<file path="src/rtl/sa_result_drain_if.sv">
// sa_result_drain_if
//   Groups the tile control, core read port and output stream of the result drain.
//   Ports (all signals internal to the interface):
//     start, tile_len, relu_en  - tile control, sampled on an accepted start
//     busy, tile_done           - tile status
//     r_read, routport, rvalidport - pop port towards the systolic core
//     m_valid, m_ready, m_data, m_last - output valid/ready stream
//   Modports: slave = drain block, master = host/core side driving it.
interface sa_result_drain_if #(
  parameter int unsigned DATA_W = 32,
  parameter int unsigned OUT_W  = 8,
  parameter int unsigned CNT_W  = 16
) ();
  logic              start;
  logic [CNT_W-1:0]  tile_len;
  logic              relu_en;
  logic              busy;
  logic              r_read;
  logic [DATA_W-1:0] routport;
  logic              rvalidport;
  logic              m_valid;
  logic              m_ready;
  logic [OUT_W-1:0]  m_data;
  logic              m_last;
  logic              tile_done;

  modport slave (
    input  start, tile_len, relu_en, routport, rvalidport, m_ready,
    output busy, r_read, m_valid, m_data, m_last, tile_done
  );

  modport master (
    output start, tile_len, relu_en, routport, rvalidport, m_ready,
    input  busy, r_read, m_valid, m_data, m_last, tile_done
  );
endinterface

</file>
<file path="src/rtl/sa_result_drain.sv">
// sa_result_drain
//   Pops result words from the systolic core, applies optional ReLU, arithmetic
//   right-shift and signed saturation, buffers them in a show-ahead FIFO and
//   streams them out with per-tile last/done framing.
//   Ports:
//     clk    - clock, rising edge
//     rstn   - synchronous reset, active high
//     io_bus - sa_result_drain_if.slave: tile control, core pop port, output stream
module sa_result_drain #(
  parameter int unsigned DATA_W = 32,
  parameter int unsigned OUT_W  = 8,
  parameter int unsigned SHIFT  = 4,
  parameter int unsigned DEPTH  = 8,
  parameter int unsigned CNT_W  = 16
) (
  input logic              clk,
  input logic              rstn,
  sa_result_drain_if.slave io_bus
);

  localparam int unsigned AW = $clog2(DEPTH);
  localparam int unsigned CW = AW + 1;

  localparam logic signed [DATA_W-1:0] SatMax = DATA_W'((1 << (OUT_W - 1)) - 1);
  localparam logic signed [DATA_W-1:0] SatMin = ~SatMax;

  typedef enum logic [1:0] {StIdle, StRun, StDrain} state_e;

  state_e             r_state, w_state_d;
  logic [CNT_W-1:0]   r_len;
  logic               r_relu;
  logic [CNT_W-1:0]   r_acc_cnt;
  logic [CNT_W-1:0]   r_out_cnt;
  logic               r_done;

  logic               r_stage_valid;
  logic [OUT_W-1:0]   r_stage_data;
  logic               r_stage_last;

  logic [OUT_W-1:0]   r_mem_data [DEPTH];
  logic               r_mem_last [DEPTH];
  logic [AW-1:0]      r_wptr;
  logic [AW-1:0]      r_rptr;
  logic [CW-1:0]      r_count;

  logic               w_accept;
  logic               w_rd;
  logic               w_final;
  logic               w_space;
  logic               w_m_valid;
  logic               w_pop;
  logic [CNT_W-1:0]   w_len_m1;

  logic signed [DATA_W-1:0] w_x;
  logic signed [DATA_W-1:0] w_y;
  logic signed [DATA_W-1:0] w_z;
  logic [OUT_W-1:0]         w_sat;

  assign w_len_m1  = r_len - CNT_W'(1);
  assign w_m_valid = (r_count != '0);
  assign w_pop     = w_m_valid && io_bus.m_ready;
  // The staged word is already committed to a FIFO slot, so count it as occupied.
  assign w_space   = (r_count + CW'(r_stage_valid)) < CW'(DEPTH);

  // FSM next state and core pop strobe
  always_comb begin
    w_state_d = r_state;
    w_accept  = 1'b0;
    w_rd      = 1'b0;
    w_final   = 1'b0;
    unique case (r_state)
      StIdle: begin
        if (io_bus.start && (io_bus.tile_len != '0)) begin
          w_accept  = 1'b1;
          w_state_d = StRun;
        end
      end
      StRun: begin
        w_rd = io_bus.rvalidport && (r_acc_cnt < r_len) && w_space;
        if (w_rd && (r_acc_cnt == w_len_m1)) begin
          w_state_d = StDrain;
        end
      end
      StDrain: begin
        if (w_pop && (r_out_cnt == w_len_m1)) begin
          w_final   = 1'b1;
          w_state_d = StIdle;
        end
      end
      default: w_state_d = StIdle;
    endcase
  end

  always_ff @(posedge clk) begin
    if (rstn) begin
      r_state <= StIdle;
    end else begin
      r_state <= w_state_d;
    end
  end

  // Requantization of the word being popped this cycle
  always_comb begin
    w_x = signed'(io_bus.routport);
    w_y = (r_relu && w_x[DATA_W-1]) ? '0 : w_x;
    w_z = w_y >>> SHIFT;
    if (w_z > SatMax) begin
      w_sat = {1'b0, {(OUT_W - 1){1'b1}}};
    end else if (w_z < SatMin) begin
      w_sat = {1'b1, {(OUT_W - 1){1'b0}}};
    end else begin
      w_sat = w_z[OUT_W-1:0];
    end
  end

  // Tile registers, counters, pipeline stage and FIFO bookkeeping
  always_ff @(posedge clk) begin
    if (rstn) begin
      r_len         <= '0;
      r_relu        <= 1'b0;
      r_acc_cnt     <= '0;
      r_out_cnt     <= '0;
      r_done        <= 1'b0;
      r_stage_valid <= 1'b0;
      r_stage_data  <= '0;
      r_stage_last  <= 1'b0;
      r_wptr        <= '0;
      r_rptr        <= '0;
      r_count       <= '0;
    end else begin
      r_done <= w_final;
      if (w_accept) begin
        r_len     <= io_bus.tile_len;
        r_relu    <= io_bus.relu_en;
        r_acc_cnt <= '0;
        r_out_cnt <= '0;
      end else begin
        if (w_rd) begin
          r_acc_cnt <= r_acc_cnt + CNT_W'(1);
        end
        if (w_pop) begin
          r_out_cnt <= r_out_cnt + CNT_W'(1);
        end
      end

      r_stage_valid <= w_rd;
      if (w_rd) begin
        r_stage_data <= w_sat;
        r_stage_last <= (r_acc_cnt == w_len_m1);
      end

      if (r_stage_valid) begin
        r_wptr <= r_wptr + AW'(1);
      end
      if (w_pop) begin
        r_rptr <= r_rptr + AW'(1);
      end
      r_count <= r_count + CW'(r_stage_valid) - CW'(w_pop);
    end
  end

  // FIFO storage needs no reset: the count gates every read.
  always_ff @(posedge clk) begin
    if (r_stage_valid) begin
      r_mem_data[r_wptr] <= r_stage_data;
      r_mem_last[r_wptr] <= r_stage_last;
    end
  end

  assign io_bus.busy      = (r_state != StIdle);
  assign io_bus.r_read    = w_rd;
  assign io_bus.m_valid   = w_m_valid;
  assign io_bus.m_data    = w_m_valid ? r_mem_data[r_rptr] : '0;
  assign io_bus.m_last    = w_m_valid ? r_mem_last[r_rptr] : 1'b0;
  assign io_bus.tile_done = r_done;

endmodule
</file>
<file path="src/flat_wrapper.sv">
// flat-port wrapper written by rule: the top's interface ports become plain ports
module sa_result_drain_flat 
#(
  parameter int unsigned DATA_W = 32,
  parameter int unsigned OUT_W  = 8,
  parameter int unsigned SHIFT  = 4,
  parameter int unsigned DEPTH  = 8,
  parameter int unsigned CNT_W  = 16
)
  (clk, rstn, io_bus_start, io_bus_tile_len, io_bus_relu_en, io_bus_routport, io_bus_rvalidport, io_bus_m_ready, io_bus_busy, io_bus_r_read, io_bus_m_valid, io_bus_m_data, io_bus_m_last, io_bus_tile_done);
  sa_result_drain_if #(.DATA_W(DATA_W), .OUT_W(OUT_W), .CNT_W(CNT_W)) io_bus_i ();
  input logic clk;
  input logic rstn;
  input wire logic [$bits(io_bus_i.start)-1:0] io_bus_start;
  input wire logic [$bits(io_bus_i.tile_len)-1:0] io_bus_tile_len;
  input wire logic [$bits(io_bus_i.relu_en)-1:0] io_bus_relu_en;
  input wire logic [$bits(io_bus_i.routport)-1:0] io_bus_routport;
  input wire logic [$bits(io_bus_i.rvalidport)-1:0] io_bus_rvalidport;
  input wire logic [$bits(io_bus_i.m_ready)-1:0] io_bus_m_ready;
  output wire logic [$bits(io_bus_i.busy)-1:0] io_bus_busy;
  output wire logic [$bits(io_bus_i.r_read)-1:0] io_bus_r_read;
  output wire logic [$bits(io_bus_i.m_valid)-1:0] io_bus_m_valid;
  output wire logic [$bits(io_bus_i.m_data)-1:0] io_bus_m_data;
  output wire logic [$bits(io_bus_i.m_last)-1:0] io_bus_m_last;
  output wire logic [$bits(io_bus_i.tile_done)-1:0] io_bus_tile_done;
  assign io_bus_i.start = io_bus_start;
  assign io_bus_i.tile_len = io_bus_tile_len;
  assign io_bus_i.relu_en = io_bus_relu_en;
  assign io_bus_i.routport = io_bus_routport;
  assign io_bus_i.rvalidport = io_bus_rvalidport;
  assign io_bus_i.m_ready = io_bus_m_ready;
  assign io_bus_busy = io_bus_i.busy;
  assign io_bus_r_read = io_bus_i.r_read;
  assign io_bus_m_valid = io_bus_i.m_valid;
  assign io_bus_m_data = io_bus_i.m_data;
  assign io_bus_m_last = io_bus_i.m_last;
  assign io_bus_tile_done = io_bus_i.tile_done;
  sa_result_drain #(.DATA_W(DATA_W), .OUT_W(OUT_W), .SHIFT(SHIFT), .DEPTH(DEPTH), .CNT_W(CNT_W)) u_core (.clk(clk), .rstn(rstn), .io_bus(io_bus_i));
endmodule
</file>
<file path="config.mk">
export PLATFORM = sky130hd
export DESIGN_NAME = sa_result_drain_flat
export DESIGN_NICKNAME = d
export VERILOG_FILES = /design/src/rtl/sa_result_drain_if.sv /design/src/rtl/sa_result_drain.sv /design/src/flat_wrapper.sv
export SDC_FILE = /design/constraint.sdc
export NUM_CORES = 1
export LEC_CHECK = 0
export BUFFER_PORTS_ARGS = -buffer_cell sky130_fd_sc_hd__buf_2
export CAP_MARGIN = 20
export CORE_ASPECT_RATIO = 0.8
export CORE_MARGIN = 2
export CORE_UTILIZATION = 60
export CTS_CLUSTER_SIZE = 10
export DETAILED_ROUTE_END_ITERATION = 16
export PLACE_DENSITY = 0.8
export SYNTH_ARGS = -nofsm -noshare
export SYNTH_HDL_FRONTEND = slang
export SYNTH_SLANG_ARGS = --single-unit
</file>
<file path="constraint.sdc">
create_clock -name clk -period 3.6 [get_ports clk]
set_input_delay 0.18 -clock clk [delete_from_list [all_inputs] [get_ports clk]]
set_output_delay 0.18 -clock clk [all_outputs]
set_load 0.005 [all_outputs]
</file>
### Word level (Yosys, flattened, before mapping)

Memory sizes are Yosys's and may differ from the RTL's. A register that Yosys moved wholly into a read port is not among the register bits.
Index checks and enable logic that the tools add are counted.

* memories kept: 2
* register bits: 72
* RAM bits: 72
* logic and storage cells: 66
* bits of input ports: 54
* output and inout bits: 13

* bitwise logic cells: 1
* add/sub/neg operators: 7
* order comparisons: 4
* reductions and logical operators: 14
* multiplexer cells: 19
* equality and inequality tests: 7

Memories
* u_core.r_mem_data: words 8, bits a word 8, read ports 1, clocked after Yosys merged registers in 1, wr ports 1, line sa_result_drain.sv:40 `logic [OUT_W-1:0] r_mem_data [DEPTH];`
* u_core.r_mem_last: words 8, bits a word 1, read ports 1, clocked after Yosys merged registers in 1, wr ports 1, line sa_result_drain.sv:41 `logic r_mem_last [DEPTH];`

Operators by type and width (count)
* $add A16 B1 Y16 const B: 2
* $eq A16 B16 Y1: 2
* $mux W32: 1
* $gt A28 B8 Y1 const B: 1
* $lt A28 B8 Y1 const B: 1
* $mux W8: 3
* $lt A16 B16 Y1: 1
* $reduce_bool A16 Y1: 1
* $sub A16 B1 Y16 const B: 1
* $mux W3: 4
* $logic_and A1 B1 Y1: 7
* $mux W1: 7
* $add A3 B1 Y3 const B: 2
* $mux W2: 3
* $ne A2 B1 Y1 const B: 3
* $pmux W2 S3: 1
* $add A4 B1 Y4: 1
* $lt A4 B4 Y1 const B: 1
* $reduce_bool A4 Y1: 1
* $reduce_or A2 Y1: 2
* $sub A4 B1 Y4: 1
* $reduce_and A3 Y1: 1
* $eq A2 B1 Y1 const B: 1
* $eq A2 B2 Y1 const B: 1
* other kinds (3): 3

### Logic depth before layout (Yosys ltp)

Gate-level depths: netlist (run 1).

* depth in word-level cells: 6
* mapped depth: 11
* mapped depth without buffers: 9

### Least setup slack after synthesis (run 1)

OpenSTA, ideal clock, no wires.

* path type: register to register
* from: register u_core.r_len[4]
* to: register u_core.r_acc_cnt[11]
* buffers on the path: 2
* clock period less this slack: 2.587 ns
* data required time: 3.472 ns
* slack: 1.013 ns
* arrival time: 2.459 ns
* setup time: 0.128 ns
* stages on the path, launching flop included: 12
* cells stage by stage: dfxtp_1 -> clkbuf_1 -> inv_1 -> ha_1 -> a211oi_1 -> o21ai_0 -> o21ai_0 -> nand4b_1 -> clkbuf_1 -> nor4_1 -> xnor2_1 -> nor2_1

* longest elaborated chain between the ends: 4

Ends and longest elaborated chain
* from (decl): line sa_result_drain.sv:30 `logic [CNT_W-1:0] r_len;`
* from (signal assigned): line sa_result_drain.sv:133 `r_len <= io_bus.tile_len;`
* $lt A16 B16 Y1: line sa_result_drain.sv:79 `w_rd = io_bus.rvalidport && (r_acc_cnt < r_len) && w_space;`
* $logic_and A1 B1 Y1 (2 in series): line sa_result_drain.sv:79
* $mux W1: line sa_result_drain.sv:71 `unique case (r_state)`
* to (signal assigned): line sa_result_drain.sv:139 `r_acc_cnt <= r_acc_cnt + CNT_W'(1);`
* to (decl): line sa_result_drain.sv:32 `logic [CNT_W-1:0] r_acc_cnt;`

Every way passes these cells.
A chain may end at the register's enable or synchronous reset.

### Worst setup path after layout (run 1)

* from: register u_core.r_len[4]
* to: output io_bus_r_read

* longest elaborated chain between the ends: 4

Ends and longest elaborated chain
* $lt A16 B16 Y1: line sa_result_drain.sv:79
* $logic_and A1 B1 Y1 (2 in series): line sa_result_drain.sv:79
* $mux W1: line sa_result_drain.sv:71
* to (decl): line flat_wrapper.sv:21 `output wire logic [$bits(io_bus_i.r_read)-1:0] io_bus_r_read;`

Every way passes these cells.

==> reports/qor.csv, run 1 <==
metric;value;unit
start_kind;flop;
hold_viol;0;
setup_viol_count_final;0;
fmax;295;MHz
drc;0;
rows;36;
overflow;0;
path_class;reg -> out;
instances_no_fill;898;
gp_congestion;0.902;
wire_per_inst;19.9;µm
synth_top_area_share;29.4;%
end_kind;output pin;
timing.rr.end;u_core.r_acc_cnt[11];
min_period;3.39;ns
ios;67;
dpl.cell_count;865;
crit_top_cell;o21ai_0;
worstHoldStart;io_bus_routport[7];
status;finished, final reports clean;
yosys-top-cells-area;edfxtp_1 29%, dfxtp_1 20%, mux4_2 5.5%;
crit_required;3.42;ns
critPathMaxStageDelay;0.61;ns
hpwl;12500;µm
ctsResizeCount;0;
syn_area;7360;µm²
layout_commonest_cell;nor2_1;
die_w;128;µm
htree_levels;4;
synth_xor_area_share;9.04;%
synth.yosys.seq_area_share;49.8;%
cap_violations;0;
antenna_found_initial;0;
grt_pass1_wl;27600;µm
timing.final.crit_share;94.2;%
clock_skew;0.00564;ns
syn_to_final_growth;14.0;%
path_buf_inv;4;
cts_setup_buffers;0;
crit_chain;inv_1 > ha_1 > a211oi_1 > o21ai_0 > o21ai_0 > nand4b_1 > buf_4 > clkinv_1 > buf_2;
crit_fanout;13;
synth-seq-cells;147;
synth-async-reset-ratio;0;%
hold_class;in -> reg;
synth_compound_area_share;6.19;%
reg2reg_setup_slack;0.49;ns
final_layout_size_suffix_gt1_share;17.0;%
syn_inst;675;
synth_area_leader_cell;edfxtp_1;
cts_tree;built;
synth_flop_cell;dfxtp_1;
insertedDiodeCount;0;
synth_top_family_by_area;simple AND/OR/NAND/NOR gates;
cp.arrival;3.21;ns
port_buffers;62;
syn_avg_cell_area;10.9;µm²
numClockSinks;147;
setup_tns;0;ns
routed_wl;17900;µm
r2r-start;u_core.r_len[4];
clock_path_buffers;2;
final_cell_mix;94 x nor2_1, 75 x dfxtp_1, 72 x edfxtp_1;
cts_made_buffers;17;
dieArea;13200;µm²
synth_mux_area_share;9.72;%
cts-root-buf;clkbuf_16;
ant_nets;0;
cp_top_family;buffers and inverters;
synth-simple-area-share;17.5;%
ys_types;60;
core;12100;µm²
design_area;8390;µm²
slew_headroom;30.4;%
nets;813;
synth_edf_count;72;
drt-pass1-iter-count;5;
num_vias;5468;
min_delay_path_depth;3;
critPathLaunch;u_core.r_len[4];
grt_start_max_net_pins;42;
dr.first_iter.drc_count;428;
yosys_warnings;0;
fin_util;69.5;%
cts.clk_slew.worst_paths;0.06;ns
clk-insertion-delay-late;0.42;ns
grt_pass1_vias;5391;
drv_slew;0;
initial_core_util;61.0;%
power.density;563;nW/µm²
whs_endpoint;u_core.r_stage_data[3];
leakage;3.12;nW
die_y;103;µm
synth_fp_nets;754;
critPathSlowestCell;dfxtp_1;
track_usage;28.0;%
cts_hold_buf;2;
placed_area;7800;µm²
via_per_inst;6.09;
grt_setup_unrepaired;no;
synthAdderAreaFrac;4.25;%
worst_pin_slew;1.04;ns
reg2reg_depth;10;
ir_drop;0.000486;V
-- cells in the mapped netlist (4+ instances only) --
cell	n
nand3_1	20
edfxtp_1	72
a21oi_1	15
xor2_1	28
ha_1	25
o2111ai_1	5
nor4_1	17
mux2i_1	31
clkbuf_1	26
xnor2_1	41
nand4_1	16
o21ai_0	11
or4_1	4
nor3_1	18
nor4_2	4
a211oi_1	10
o211ai_1	5
or3_1	8
nand2b_1	4
inv_1	30
and3_1	9
nor2_1	94
mux4_2	18
nand2_1	38
dfxtp_1	75
-- worst register-to-register path, stage by stage (launching register included) --
cell,delay (ns)
dfxtp_1,0.61
inv_1,0.16
ha_1,0.33
a211oi_1,0.23
o21ai_0,0.13
o21ai_0,0.33
nand4b_1,0.34
buf_4,0.30
nor4_1,0.35
xnor2_1,0.16
nor2_1,0.05
-- flip-flops by register name, summed over array words and instances, names as in the netlist, named ones only --
signal,count
u_core.r_wptr,3
u_core.r_rptr,3
u_core.r_stage_data,8
u_core.r_len,16
u_core.r_stage_last,1
u_core.r_out_cnt,16
u_core.r_mem_last,8
u_core.r_relu,1
u_core.r_mem_data,64
u_core.r_state,2
u_core.r_count,4
u_core.io_bus.tile_done,1
u_core.r_acc_cnt,16
u_core.r_stage_valid,1
-- stage by stage --
stage	power (mW)	hold WS, ns	setup WS, ns
4_1_cts	4.74	0.00338	0.302
5_1_grt	4.91	0.0172	0.0363
3_3_place_gp	2.96	0.424	0.696
2_1_floorplan	2.67	0.324	1.01
3_5_place_dp	3.01	0.436	0.597
6_report	4.72	0.0145	0.208
-- logic make-up after synthesis --
family / Yosys count
mux: 49
compound gates: 66
fa+ha+maj: 25
xor+xnor: 72
simple gates: 252
flops: 147
buf+inv: 64
-- power by group --
part	switching [mW]	internal (mW)	leakage (nW)
combinational	0.562	0.481	1.57
clock	0.654	1.08	0.273
sequential	0.107	1.84	1.27
total	1.32	3.40	3.12
-- layer usage --
layer	part of all wire, %	track usage (%)	up-vias
li1	-	-	2574
met1	45	37.2	2638
met2	46	45.3	224
met3	7.1	7.01	32
met4	1.8	9.97	0
met5	0	0	-
-- final cells by class --
class / instances / area [µm²]
Fill cell: 857 / 3680
Sequential cell: 147 / 3660
Multi-Input combinational cell: 464 / 3450
Clock buffer: 21 / 440
Timing Repair Buffer: 73 / 398
Tap cell: 152 / 190
Clock inverter: 10 / 135
Inverter: 31 / 116
-- worst max-delay path by stage --
stage | endpoint | slack, ns | cells after the start
final | io_bus_r_read | 0.21 | 9
after global routing | io_bus_r_read | 0.04 | 9
after CTS | io_bus_r_read | 0.30 | 9
after detailed placement | u_core.r_acc_cnt[11] | 0.60 | 10
after global placement | u_core.r_acc_cnt[11] | 0.70 | 10
after floorplan | u_core.r_acc_cnt[11] | 1.01 | 11
No activity file was read; power rests on OpenSTA's default activity.
==> inputs of run 2 (changes only) <==
--- a/config.mk
+++ b/config.mk
@@ -15,2 +15,3 @@
 export PLACE_DENSITY = 0.8
+export SLEW_MARGIN = 20
 export SYNTH_ARGS = -nofsm -noshare
==> constraint.sdc (replaced) <==
create_clock -name clk -period 3.6 [get_ports clk]
set_input_delay 1.08 -clock clk [delete_from_list [all_inputs] [get_ports clk]]
set_output_delay 1.08 -clock clk [all_outputs]
set_load 0.02 [all_outputs]
==> run 2 against run 1 <==
  * Sequential share of layout area down 0.40 points
  * Critical path depth down 1
  * Wire length down 1.9%
  * Clock skew up 0.0029 ns
  * Sequential power about the same
  * Combinational power up 13%
  * Global-route usage down 0.42 points
  * Utilization up 0.75 points
  * Critical endpoint unchanged
==> reports/qor.csv, run 2 (same netlist as run 1, synthesis figures left out) <==
metric;value;unit
status;finished, final reports clean;
power.internal;3.43;mW
clk-insertion-delay-late;0.43;ns
track_usage;27.6;%
seq_power_share;38.9;%
path_class;reg -> out;
leakage;3.18;nW
register_area;3670;µm²
fmax;289;MHz
syn_to_final_growth;15.2;%
hpwl;12200;µm
final_cell_mix;94 x nor2_1, 72 x edfxtp_1, 71 x dfxtp_1;
timing.rr.end;u_core.r_state[1];
endpoint;io_bus_r_read;
p_clk_share;37.3;%
cts_tree;built;
largest_reg_flops;64;
initial_core_util;61.0;%
crit_fanout;7;
cts_hold_buf;0;
setup_viol_count_final;0;
wire_per_inst;19.4;µm
worst_slack;0.145;ns
drv_slew;0;
ctsResizeCount;0;
ir_drop;0.000426;V
cts_made_buffers;17;
die_w;128;µm
gp_congestion;0.910;
cp.arrival;2.37;ns
dieArea;13200;µm²
cap_violations;0;
nets;818;
via_per_inst;6.19;
clock_skew;0.00850;ns
grt_start_max_net_pins;42;
reg2reg_setup_slack;0.67;ns
drt-pass1-iter-count;5;
grt_pass1_wl;27100;µm
dr.first_iter.drc_count;511;
overflow;0;
rows;36;
die_y;103;µm
worst_pin_slew;1.10;ns
setup_tns;0;ns
power.density;582;nW/µm²
htree_levels;4;
ios;67;
layout_commonest_cell;nor2_1;
cts_setup_buffers;0;
pre_cts_ws;0.535;ns
min_period;3.45;ns
regMostFlops;u_core.r_mem_data;
multi_input_area;3460;µm²
final_layout_size_suffix_gt1_share;19.4;%
start_kind;flop;
clock_path_buffers;2;
grt_setup_unrepaired;no;
routed_wl;17500;µm
r2r-start;u_core.r_len[0];
p_comb_share;23.8;%
hold_viol;0;
crit_required;2.52;ns
switchingPower;1.51;mW
swShare;30.5;%
antenna_found_initial;0;
reg2reg_depth;9;
slew_headroom;26.7;%
numClockSinks;147;
num_vias;5600;
critPathLaunch;u_core.r_len[12];
grt_pass1_vias;5182;
insertedDiodeCount;0;
end_kind;output pin;
cts.clk_slew.worst_paths;0.06;ns
ant_nets;0;
hold_class;reg -> reg;
port_buffers;62;
fillCellCount;879;
core;12100;µm²
timing.final.crit_share;96.0;%
drc;0;
cts-root-buf;clkbuf_16;
==> run 2: metal layers <==
layer  global-route usage [%]  share of wire (%)  vias to the layer above
met4                     10.1                1.3                        0
li1                         -                  -                     2594
met2                     41.7                 45                      255
met5                        0                  0                        -
met1                     40.3                 45                     2729
met3                     4.67                8.1                       22
==> run 2: cell type report <==
| type | count | area share [%] |
|---|---|---|
| repair buffers | 78 | 5.07 |
| clock buffers | 17 | 5.02 |
| clock inverters | 15 | 2.30 |
| flip-flops and latches | 147 | 43.3 |
| multi-input cells | 464 | 40.7 |
| inverters | 31 | 1.37 |
| well taps | 152 | 2.24 |
==> run 2: worst min-delay path by stage <==
| stage | slack [ns] | startpoint | endpoint | cells past startpoint |
|---|---|---|---|---|
| final | 0.54 | u_core.r_wptr[2] | u_core.r_wptr[2] | 2 |
| after detailed placement | 0.52 | u_core.r_wptr[2] | u_core.r_wptr[2] | 2 |
| after global placement | 0.50 | u_core.r_rptr[2] | flop | 2 |
| after floorplan | 0.48 | u_core.r_rptr[2] | flop | 2 |
| after global routing | 0.59 | u_core.r_wptr[2] | u_core.r_wptr[2] | 2 |
| after CTS | 0.54 | u_core.r_wptr[2] | u_core.r_wptr[2] | 2 |
==> run 2: worst max-delay path, stage by stage (launching register included) <==
cell and delay (ns):
dfxtp_1 0.50, inv_1 0.14, ha_1 0.20, a211o_1 0.30, o211ai_1 0.12, o2111a_1 0.25
nand4b_1 0.18, clkinv_1 0.10, buf_2 0.17
==> run 2: metrics by stage <==
stage | util (%) | std cells | power, mW | area, µm² | hold slack (ns)
4_1_cts | 70.2 | 904 | 4.95 | 8470 | 0.543
3_3_place_gp | 65.0 | 872 | 3.07 | 7850 | 0.504
2_1_floorplan | - | 675 | 2.76 | 7360 | 0.485
3_5_place_dp | 65.0 | 872 | 3.11 | 7850 | 0.524
6_report | 70.3 | 904 | 4.94 | 8480 | 0.545
5_1_grt | 70.3 | 904 | 5.13 | 8480 | 0.590
==> run 2: power by group through the flow <==
stage               sequential (mW)  combinational, mW  clock (mW)
CTS                            1.92               1.17        1.86
floorplan                      1.92              0.841           0
finish                         1.92               1.17        1.84
detailed placement             1.95               1.15           0
global route                   1.93               1.27        1.92
global placement               1.94               1.13           0
==> inputs of run 3 (changes only) <==
- ABC_AREA: default -> 1
==> run 3 against run 2 <==
  * Utilization up 1.1 points
  * Cell area up 3.5%
  * Non-clock buffer count down 8
  * First-iteration DRC count up 44%
  * Critical path type unchanged
  * Critical endpoint is now io_bus_m_data[7]
==> reports/qor.csv, run 3 <==
metric;value;unit
worstHoldStart;u_core.r_rptr[2];
ctsResizeCount;0;
synth_compound_area_share;11.8;%
die_w;130;µm
cts-root-buf;clkbuf_16;
clk-insertion-delay-late;0.43;ns
port_buffers;62;
htree_levels;4;
gp_congestion;0.934;
leakage;3.52;nW
status;finished, final reports clean;
crit_fanout;27;
rows;36;
r2r-start;u_core.r_len[3];
cp.arrival;2.34;ns
synthAdderAreaFrac;4.10;%
synth_top_family_by_area;simple AND/OR/NAND/NOR gates;
wire_per_inst;15.9;µm
grt_pass1_wl;30700;µm
synth_xor_area_share;3.00;%
cts_tree;built;
instances_no_fill;1188;
largest_reg_flops;64;
clock_path_buffers;2;
hold_class;reg -> reg;
syn_inst;941;
whs_endpoint;u_core.r_rptr[2];
ys_types;39;
synth.yosys.seq_area_share;48.0;%
setup_viol_count_final;0;
hold_viol;0;
drc;0;
ant_nets;0;
antenna_found_initial;0;
fin_util;71.4;%
fillCellCount;993;
holdWs;0.444;ns
num_vias;6760;
syn_area;7640;µm²
yosys-top-cells-area;edfxtp_1 28%, dfxtp_1 20%, nand2_1 8.0%;
track_usage;29.4;%
final_cell_mix;163 x nand2_1, 143 x nor2_1, 91 x o21ai_0;
timing.rr.end;u_core.r_stage_data[1];
crit_required;2.52;ns
drv_slew;0;
dieArea;13700;µm²
overflow;0;
synth_mux_area_share;0;%
initial_core_util;62.1;%
setup_tns;0;ns
regMostFlops;u_core.r_mem_data;
grt_setup_unrepaired;no;
cap_violations;0;
die_y;105;µm
synth-async-reset-ratio;0;%
synth_fp_nets;1020;
power.density;595;nW/µm²
core;12300;µm²
dr.first_iter.drc_count;734;
layout_commonest_cell;nand2_1;
synth_area_leader_cell;edfxtp_1;
ios;67;
fmax;292;MHz
synth_edf_count;72;
timing.final.crit_share;95.0;%
synth_top_area_share;28.3;%
cts_setup_buffers;0;
min_period;3.42;ns
start_kind;flop;
nets;1083;
path_class;reg -> out;
reg2reg_setup_slack;0.83;ns
cts_made_buffers;17;
hpwl;13100;µm
grt_pass1_vias;6254;
final_layout_size_suffix_gt1_share;13.7;%
synth-seq-cells;147;
synthTopCellsByCount;163 x nand2_1, 144 x nor2_1, 91 x o21ai_0;
slew_headroom;26.5;%
min_delay_path_depth;1;
synth-simple-area-share;27.6;%
cts_hold_buf;0;
end_kind;output pin;
routed_wl;18900;µm
drt-pass1-iter-count;6;
syn_to_final_growth;15.0;%
synth_flop_cell;dfxtp_1;
clock_skew;0.00859;ns
via_per_inst;5.69;
syn_avg_cell_area;8.11;µm²
cts.clk_slew.worst_paths;0.06;ns
numClockSinks;147;
insertedDiodeCount;0;
ir_drop;0.000389;V
grt_start_max_net_pins;37;
yosys_warnings;0;
yosysMostFrequentCell;nand2_1;
reg2reg_depth;12;
worst_pin_slew;1.10;ns
dpl.cell_count;1156;
total_power;5.22;mW
-- run 3: cell types whose count changed in the layout (fill, tap and decap cells not counted), moves of 31 or more --
cell     previous run  this run
xnor2_1            41         2
mux2i_1            31         0
nand3_1            20        82
o21ai_0            10        91
nor2_1             94       143
nand2_1            38       163
inv_1              30        80
a21oi_1            15        61
-- run 3: how the worst max path moves through the flow --
stage,start,to,slack [ns]
finish,flop,io_bus_m_data[7],0.18
global route,u_core.r_len[3],io_bus_r_read,0.02
CTS,u_core.r_len[3],io_bus_r_read,0.17
detailed placement,io_bus_tile_len[0],u_core.r_acc_cnt[0],0.61
global placement,io_bus_tile_len[0],u_core.r_acc_cnt[0],0.64
floorplan,u_core.r_len[3],io_bus_r_read,0.81
-- run 3: cells by family after synthesis --
family,count (synthesis)
adders and majority gates,25
and+or+nand+nor,464
buffers and inverters,108
DFF,147
xor gates and xnor gates,23
AOI/OAI and AO/OA,174
-- run 3: per-layer routing --
| layer | vias up | GRT usage [%] | part of all wire [%] |
|---|---|---|---|
| li1 | 3323 | - | - |
| met1 | 3098 | 41.8 | 44 |
| met2 | 298 | 43.9 | 44 |
| met3 | 41 | 7.17 | 9.8 |
| met4 | 0 | 9.91 | 1.8 |
| met5 | - | 0 | 0 |
-- run 3: worst max-delay path, cell delays in order, from the launching register on --
cell and delay, ns:
dfxtp_1 0.31, inv_1 0.59, o21ai_0 0.18, o22ai_1 0.22, o21ai_0 0.15, a31oi_1 0.24
buf_2 0.21
-- run 3: cell type report --
class                   count  area [µm²]  area share (%)
clock buffers              17         425            4.85
clock inverters            15         238            2.71
inverters                  82         313            3.56
multi-input cells         686        3550            40.5
flip-flops and latches    147        3660            41.7
well taps                 171         214            2.44
repair buffers             70         370            4.22
-- run 3: stage by stage --
step | instance area (µm²) | setup WS (ns)
2_1_floorplan | 7640 | 0.809
3_3_place_gp | 8120 | 0.645
3_5_place_dp | 8120 | 0.607
4_1_cts | 8780 | 0.173
5_1_grt | 8780 | 0.0179
6_report | 8780 | 0.180
-- run 3: power by group --
| group | leakage, nW | internal, mW | switching (mW) | total, mW |
|---|---|---|---|---|
| sequential | 1.28 | 1.84 | 0.0783 | 1.92 |
| clock | 0.308 | 1.29 | 0.693 | 1.98 |
| combinational | 1.92 | 0.415 | 0.908 | 1.32 |
| total | 3.52 | 3.54 | 1.68 | 5.22 |
